### config.mk
export PLATFORM = sky130hd
export DESIGN_NAME = wire_rr_arbiter_flat
export DESIGN_NICKNAME = d
export VERILOG_FILES = /design/src/rtl/wire_rr_arbiter_pkg.sv /design/src/rtl/wire_rr_arbiter_if.sv /design/src/rtl/wire_rr_arbiter_rr_picker.sv /design/src/rtl/wire_rr_arbiter.sv /design/src/flat_wrapper.sv
export SDC_FILE = /design/constraint.sdc
export NUM_CORES = 1
export LEC_CHECK = 0
export ABC_AREA = 1
export CORE_ASPECT_RATIO = 0.9
export CORE_MARGIN = 2
export CORE_UTILIZATION = 42
export CTS_BUF_LIST = sky130_fd_sc_hd__clkbuf_8
export DETAILED_ROUTE_END_ITERATION = 8
export PLACE_DENSITY_LB_ADDON = 0.25
export SYNTH_ARGS = -nofsm -noshare
export SYNTH_HDL_FRONTEND = slang
export SYNTH_SLANG_ARGS = --single-unit
export TNS_END_PERCENT = 1
### constraint.sdc
create_clock -name clk -period 1.9 [get_ports clk]
set_input_delay 0.38 -clock clk [delete_from_list [all_inputs] [get_ports clk]]
set_output_delay 0.38 -clock clk [all_outputs]
set_load 0.02 [all_outputs]
### src/rtl/wire_rr_arbiter_pkg.sv
`default_nettype none
// ============================================================================
//  Module   : wire_arb_pkg
//  Purpose  : Shared types and index helpers for the round-robin wire arbiter.
//  Revision : 1.0 - initial release
// ============================================================================
package wire_arb_pkg;

   typedef enum logic {ST_IDLE, ST_LOCK} arb_state_e;

   // Index helpers carry 3 bits, enough for the largest legal N of 8.
   localparam int C_IDX_W = 3;

   function automatic logic [C_IDX_W-1:0] next_idx(input logic [C_IDX_W-1:0] idx,
                                                   input int n);
      if (int'(idx) >= n - 1) begin
         return '0;
      end
      return idx + 3'd1;
   endfunction

endpackage
`default_nettype wire

### src/rtl/wire_rr_arbiter_if.sv
`default_nettype none
// ============================================================================
//  Module   : wire_rr_arbiter_if
//  Purpose  : Requester streams plus the shared registered output bundle.
//  Revision : 1.0 - initial release
// ============================================================================
interface wire_rr_arbiter_if #(
   parameter int N = 3,
   parameter int W = 8
);
   logic [N-1:0]         req_valid;
   logic [N*W-1:0]       req_data;
   logic [N-1:0]         req_last;
   logic [N-1:0]         req_ready;
   logic                 out_valid;
   logic [W-1:0]         out_data;
   logic                 out_last;
   logic [$clog2(N)-1:0] out_src;
   logic                 out_ready;

   // Arbiter side
   modport slave (
      input  req_valid, req_data, req_last, out_ready,
      output req_ready, out_valid, out_data, out_last, out_src
   );

   // Requester / downstream side
   modport master (
      output req_valid, req_data, req_last, out_ready,
      input  req_ready, out_valid, out_data, out_last, out_src
   );
endinterface
`default_nettype wire

### src/rtl/wire_rr_arbiter_rr_picker.sv
`default_nettype none
// ============================================================================
//  Module   : rr_picker
//  Purpose  : Combinational rotate-priority picker starting at i_ptr.
//  Revision : 1.0 - initial release
// ============================================================================
module rr_picker
   import wire_arb_pkg::*;
#(
   parameter int N = 3
) (
   input  logic [N-1:0]         i_req,
   input  logic [$clog2(N)-1:0] i_ptr,
   output logic                 o_found,
   output logic [$clog2(N)-1:0] o_idx
);
   localparam int C_IW = $clog2(N);

   logic [C_IW-1:0] w_cand;
   logic            w_hit;
   logic [C_IW-1:0] w_idx;

   always_comb begin
      w_hit  = 1'b0;
      w_idx  = '0;
      w_cand = i_ptr;
      for (int k = 0; k < N; k++) begin
         if (!w_hit && i_req[w_cand]) begin
            w_hit = 1'b1;
            w_idx = w_cand;
         end
         w_cand = C_IW'(next_idx(C_IDX_W'(w_cand), N));
      end
   end

   assign o_found = w_hit;
   assign o_idx   = w_idx;

endmodule
`default_nettype wire

### src/rtl/wire_rr_arbiter.sv
`default_nettype none
// ============================================================================
//  Module   : wire_rr_arbiter
//  Purpose  : Round-robin arbiter driving one registered output bundle from N
//             valid/ready requesters; multi-beat bursts hold the grant.
//  Revision : 1.0 - initial release
// ============================================================================
module wire_rr_arbiter
   import wire_arb_pkg::*;
#(
   parameter int N = 3,
   parameter int W = 8
) (
   input  logic                clk,
   input  logic                rst_n,
   wire_rr_arbiter_if.slave    bus
);
   localparam int C_IW = $clog2(N);

   arb_state_e      r_state;
   arb_state_e      w_state_nxt;
   logic [C_IW-1:0] r_rr_ptr;
   logic [C_IW-1:0] w_ptr_nxt;
   logic [C_IW-1:0] r_owner;
   logic [C_IW-1:0] w_owner_nxt;

   logic            r_out_valid;
   logic [W-1:0]    r_out_data;
   logic            r_out_last;
   logic [C_IW-1:0] r_out_src;

   logic            w_can_load;
   logic            w_found;
   logic [C_IW-1:0] w_pick;
   logic [C_IW-1:0] w_sel;
   logic            w_load;
   logic [N-1:0]    w_ready;

   rr_picker #(.N(N)) u_picker (
      .i_req   (bus.req_valid),
      .i_ptr   (r_rr_ptr),
      .o_found (w_found),
      .o_idx   (w_pick)
   );

   assign w_can_load = !r_out_valid || bus.out_ready;

   always_comb begin
      w_state_nxt = r_state;
      w_ptr_nxt   = r_rr_ptr;
      w_owner_nxt = r_owner;
      w_sel       = r_owner;
      w_load      = 1'b0;
      w_ready     = '0;
      case (r_state)
         ST_IDLE: begin
            if (w_found && w_can_load) begin
               w_sel           = w_pick;
               w_load          = 1'b1;
               w_ready[w_pick] = 1'b1;
               if (bus.req_last[w_pick]) begin
                  w_ptr_nxt = C_IW'(next_idx(C_IDX_W'(w_pick), N));
               end else begin
                  w_owner_nxt = w_pick;
                  w_state_nxt = ST_LOCK;
               end
            end
         end
         ST_LOCK: begin
            // Only the burst owner may move; a gap in its valid idles the bus.
            if (bus.req_valid[r_owner] && w_can_load) begin
               w_load           = 1'b1;
               w_ready[r_owner] = 1'b1;
               if (bus.req_last[r_owner]) begin
                  w_state_nxt = ST_IDLE;
                  w_ptr_nxt   = C_IW'(next_idx(C_IDX_W'(r_owner), N));
               end
            end
         end
         default: w_state_nxt = ST_IDLE;
      endcase
   end

   always_ff @(posedge clk or negedge rst_n) begin
      if (!rst_n) begin
         r_state     <= ST_IDLE;
         r_rr_ptr    <= '0;
         r_owner     <= '0;
         r_out_valid <= 1'b0;
         r_out_data  <= '0;
         r_out_last  <= 1'b0;
         r_out_src   <= '0;
      end else begin
         r_state  <= w_state_nxt;
         r_rr_ptr <= w_ptr_nxt;
         r_owner  <= w_owner_nxt;
         if (w_load) begin
            r_out_valid <= 1'b1;
            r_out_data  <= bus.req_data[int'(w_sel)*W +: W];
            r_out_last  <= bus.req_last[w_sel];
            r_out_src   <= w_sel;
         end else if (bus.out_ready) begin
            r_out_valid <= 1'b0;
         end
      end
   end

   // Nothing may be accepted while reset is held, even though the register is empty.
   assign bus.req_ready = w_ready & {N{rst_n}};
   assign bus.out_valid = r_out_valid;
   assign bus.out_data  = r_out_data;
   assign bus.out_last  = r_out_last;
   assign bus.out_src   = r_out_src;

endmodule
`default_nettype wire

### src/flat_wrapper.sv
// flat-port wrapper written by rule: the top's interface ports become plain ports
module wire_rr_arbiter_flat import wire_arb_pkg::*;
#(
   parameter int N = 3,
   parameter int W = 8
)
  (clk, rst_n, bus_req_valid, bus_req_data, bus_req_last, bus_out_ready, bus_req_ready, bus_out_valid, bus_out_data, bus_out_last, bus_out_src);
  wire_rr_arbiter_if #(.N(N), .W(W)) bus_i ();
  input  logic clk;
  input  logic rst_n;
  input wire logic [$bits(bus_i.req_valid)-1:0] bus_req_valid;
  input wire logic [$bits(bus_i.req_data)-1:0] bus_req_data;
  input wire logic [$bits(bus_i.req_last)-1:0] bus_req_last;
  input wire logic [$bits(bus_i.out_ready)-1:0] bus_out_ready;
  output wire logic [$bits(bus_i.req_ready)-1:0] bus_req_ready;
  output wire logic [$bits(bus_i.out_valid)-1:0] bus_out_valid;
  output wire logic [$bits(bus_i.out_data)-1:0] bus_out_data;
  output wire logic [$bits(bus_i.out_last)-1:0] bus_out_last;
  output wire logic [$bits(bus_i.out_src)-1:0] bus_out_src;
  assign bus_i.req_valid = bus_req_valid;
  assign bus_i.req_data = bus_req_data;
  assign bus_i.req_last = bus_req_last;
  assign bus_i.out_ready = bus_out_ready;
  assign bus_req_ready = bus_i.req_ready;
  assign bus_out_valid = bus_i.out_valid;
  assign bus_out_data = bus_i.out_data;
  assign bus_out_last = bus_i.out_last;
  assign bus_out_src = bus_i.out_src;
  wire_rr_arbiter #(.N(N), .W(W)) u_core (.clk(clk), .rst_n(rst_n), .bus(bus_i));
endmodule
==> key figures <==
Outcome
  – Outcome: finished with violations
  – Failing checks: setup timing

Synth
  – Post-synth EDFFs: 0
  – Avg Inst Size Synth: between 7 and 8 um2
  – Register bit total from synthesis: 17
  – Largest family of logic cells by synthesized area: simple AND/OR/NAND/NOR gates
  – Ys async rst share: between 90% and 100%
  – Top-area cell type share of the netlist area: roughly 31%
  – Simple-Gate Fraction of Synth Area: ~45%
  – Synth Area in Compound Gates: 13.10%
  – Seq/Total Area, Yosys: 31.14%
  – Ys flop type: dfrtp_1
  – Post-synthesis xor/xnor area fraction: 0%
  – Net Count, Synth: ~220
  – Multiplexer share of the synthesized area: 0%
  – Synth Instances: ~190
  – Warnings from Yosys: 0
  – Synth cell count leaders: nand2_1 (63), inv_1 (22), dfrtp_1 (17)
  – Synth area leader: dfrtp_1
  – Area contributors post-synth: dfrtp_1 (31%), nand2_1 (17%), inv_1 (6.0%)
  – Most common cell in the netlist: nand2_1
  – Cell area after synthesis: 1366 um2
  – Synth Area in Adders: 0%
  – Synth unique cells: 34

Clock network
  – Clock buffer depth: 2
  – CTS Sinks: 17
  – H-tree depth: 1
  – Clock transition at path regs: approximately 0.07 ns
  – CTS buffer count: 3
  – Root Driver: clkbuf_8
  – Hold Buf Count CTS: 0
  – CTS tree: yes
  – Clk_lat worst skew: 0.26 ns

Hold path
  – Hold_sp: u_core.bus.out_last$_DFFE_PN0P_
  – Hold Crit Class: reg2reg
  – Hold depth: 2
  – Hold endpoint: u_core.bus.out_last$_DFFE_PN0P_

Route
  – Routed Wire Length: about 3700 um
  – DRT Pass-1 Iters: 4
  – ANT nets after route: 0
  – Initial DRC Count: 59
  – Routed wire per std cell: between 10 and 15 um
  – Total number of vias: approximately 1.5k
  – Post-route DRC: 0
  – Detailed-route vias per instance: 4.768

Place
  – DP HPWL: approximately 3000 um
  – Placed Area: around 2100 um2
  – IO buf count: 47
  – Final estimated routing congestion in global placement: approximately 0.85

Global route
  – Total Routing Usage GR: 21.30%
  – Vias in the first global route: approximately 1.5k
  – GRT overflow: 0
  – Initial antenna violation count: 0
  – Largest net degree at the start of global routing: 19
  – First-pass GRT wire length: between 6000 and 7000 um

Critical path
  – Setup crit end kind: output pin
  – Reg2reg end: u_core.bus.out_data[7]$_DFFE_PN0P_
  – WP data arrival: roughly 1.9 ns
  – Startpoint Class: register
  – R2r worst-path depth: 13
  – Critical-path maximum fanout: 6
  – R2r setup slk: -0.09 ns
  – R2r startpoint: u_core.r_rr_ptr[1]$_DFFE_PN0P_
  – CP required: roughly 1.5 ns
  – Setup CP Type: reg2out

Floorplanning
  – IO Pins: 48
  – Die footprint: 3726 um2
  – Die Height: 58.11 um
  – Std cell rows: 19
  – Initial core utilization: 44.21%
  – Core Area: around 3100 um2
  – Die width: approximately 64 um

Power and ir drop
  – VDD IR max: 0.001133 V
  – P_leak: around 1.1 nW
  – Pwr Total: 0.003773 W
  – PwrDens: 1673 nW/um2

Cells and area
  – N_diodes: 0
  – FF+latch area: between 400 and 500 um2
  – Layout cells sized above 1: between 30% and 40%
  – Design area: 2255 um2
  – NumNets Final: ~300
  – Layout area overhead: 65.02%
  – Multi-input logic area: roughly 860 um2
  – # fillers: between 200 and 300

STA
  – Hold_ws: between 0.4 and 0.5 ns
  – Fin crit period: 2.234 ns
  – Final setup vio count: 9
  – Worst-Margin Slew: about 0.24 ns
  – Fin crit share: 117.6%
  – Fmax: ~450 MHz
  – Fin. Hold Viols: 0
  – Rel. slew slack: roughly 84%
  – Worst clock skew: 0.005046 ns
  – RSZ-0062 raised after global routing: true
  – Slew Limit Fails: 0
  – Setup WS post-layout: -0.3343 ns

Flow run
  – Max Cap Viol: 0
critical path: stages, from the launching register on:
cell	delay [ns]
dfrtp_2	0.47
nor2_4	0.17
nand2_1	0.08
nand3_2	0.10
nor2_4	0.05
nand2_4	0.09
nand3_4	0.15
buf_6	0.16
o22ai_2	0.07
and2_1	0.15
buf_6	0.12
final cells by class:
class	instances	area share [%]
well taps	42	2.331
clock buffers	3	1.831
repair buffers	81	33.41
inverters	29	5.050
flip-flops and latches	17	18.98
clock inverters	1	0.2220
multi-input cells	142	38.18
metrics by stage:
stage          util, %  instances  setup TNS, ns  setup WS, ns
2_1_floorplan        -        191      -0.009978     -0.005075
3_3_place_gp     68.74        307         -8.287       -0.9417
3_5_place_dp     68.74        307         -9.027       -0.9709
4_1_cts          71.46        314         -1.212       -0.3250
5_1_grt          72.96        315         -2.667       -0.4081
6_report         72.96        315         -1.400       -0.3343
sequential cells by signal, summed over array words and instances (netlist names):
register,count
u_core.bus.out_src,2
u_core.bus.out_last,1
u_core.r_state,1
u_core.bus.out_data,8
u_core.bus.out_valid,1
u_core.r_rr_ptr,2
u_core.r_owner,2
kinds of logic (layout without fill, tap and decap cells):
group / count (synthesis) / after routing
DFF: 17 / 17
AOI/OAI and AO/OA: 23 / 23
buffers and inverters: 32 / 114
and+or+nand+nor: 119 / 119
how the worst max path moves through the flow:
stage / startpoint / endpoint / slack (ns) / depth (start not counted)
6_report: u_core.r_rr_ptr[1]$_DFFE_PN0P_ / bus_req_ready[0] / -0.33 / 10
2_1_floorplan: u_core.r_rr_ptr[0]$_DFFE_PN0P_ / bus_req_ready[1] / -0.005 / 10
5_1_grt: u_core.r_rr_ptr[1]$_DFFE_PN0P_ / bus_req_ready[0] / -0.41 / 10
3_5_place_dp: bus_req_valid[0] / bus_req_ready[2] / -0.97 / 10
3_3_place_gp: bus_req_valid[2] / bus_req_ready[2] / -0.94 / 11
4_1_cts: u_core.r_rr_ptr[0]$_DFFE_PN0P_ / bus_req_ready[0] / -0.32 / 10
repair_timing:
| action | CTS | global route |
|---|---|---|
| setup endpoints to repair | 18 | 16 |
| resized for setup | 25 | 14 |
| pin swaps | 13 | 9 |
| setup buffers | 3 | 1 |
routing by layer:
metal  track usage (%)  vias to the layer above  share of wire (%)
met5                 0                        -                  0
met4             3.951                        0               0.54
met1             26.72                      694                 45
met3             4.078                        2                4.3
met2             38.69                       35                 50
li1                  -                      771                  -
power breakdown:
| group | leakage [nW] | switching, W | internal [W] |
|---|---|---|---|
| Combinational | 0.897 | 0.00154 | 0.00126 |
| Clock | 0.0255 | 0.000133 | 0.000146 |
| Sequential | 0.206 | 0.000132 | 0.000553 |
| Total | 1.13 | 0.00181 | 0.00196 |
cells in the final DEF (no fill, tap or decap), types with 2 or more instances in the layout:
cell              n
inv_1            22
dfrtp_1          15
o211ai_2          5
nor2_1           12
a31oi_1           2
nand2_4           3
o21ai_1           5
nand2_2           9
a21boi_1          4
buf_6             5
buf_4            30
nand2_1          60
clkdlybuf4s50_1  41
inv_2             5
dlygate4sd2_1     3
nor3_4            2
dfrtp_2           2
nand3_2           6
clkbuf_8          3
nor2_4            5
nand4_1           2
nand3_1          13
(Power assumes the default switching activity.)
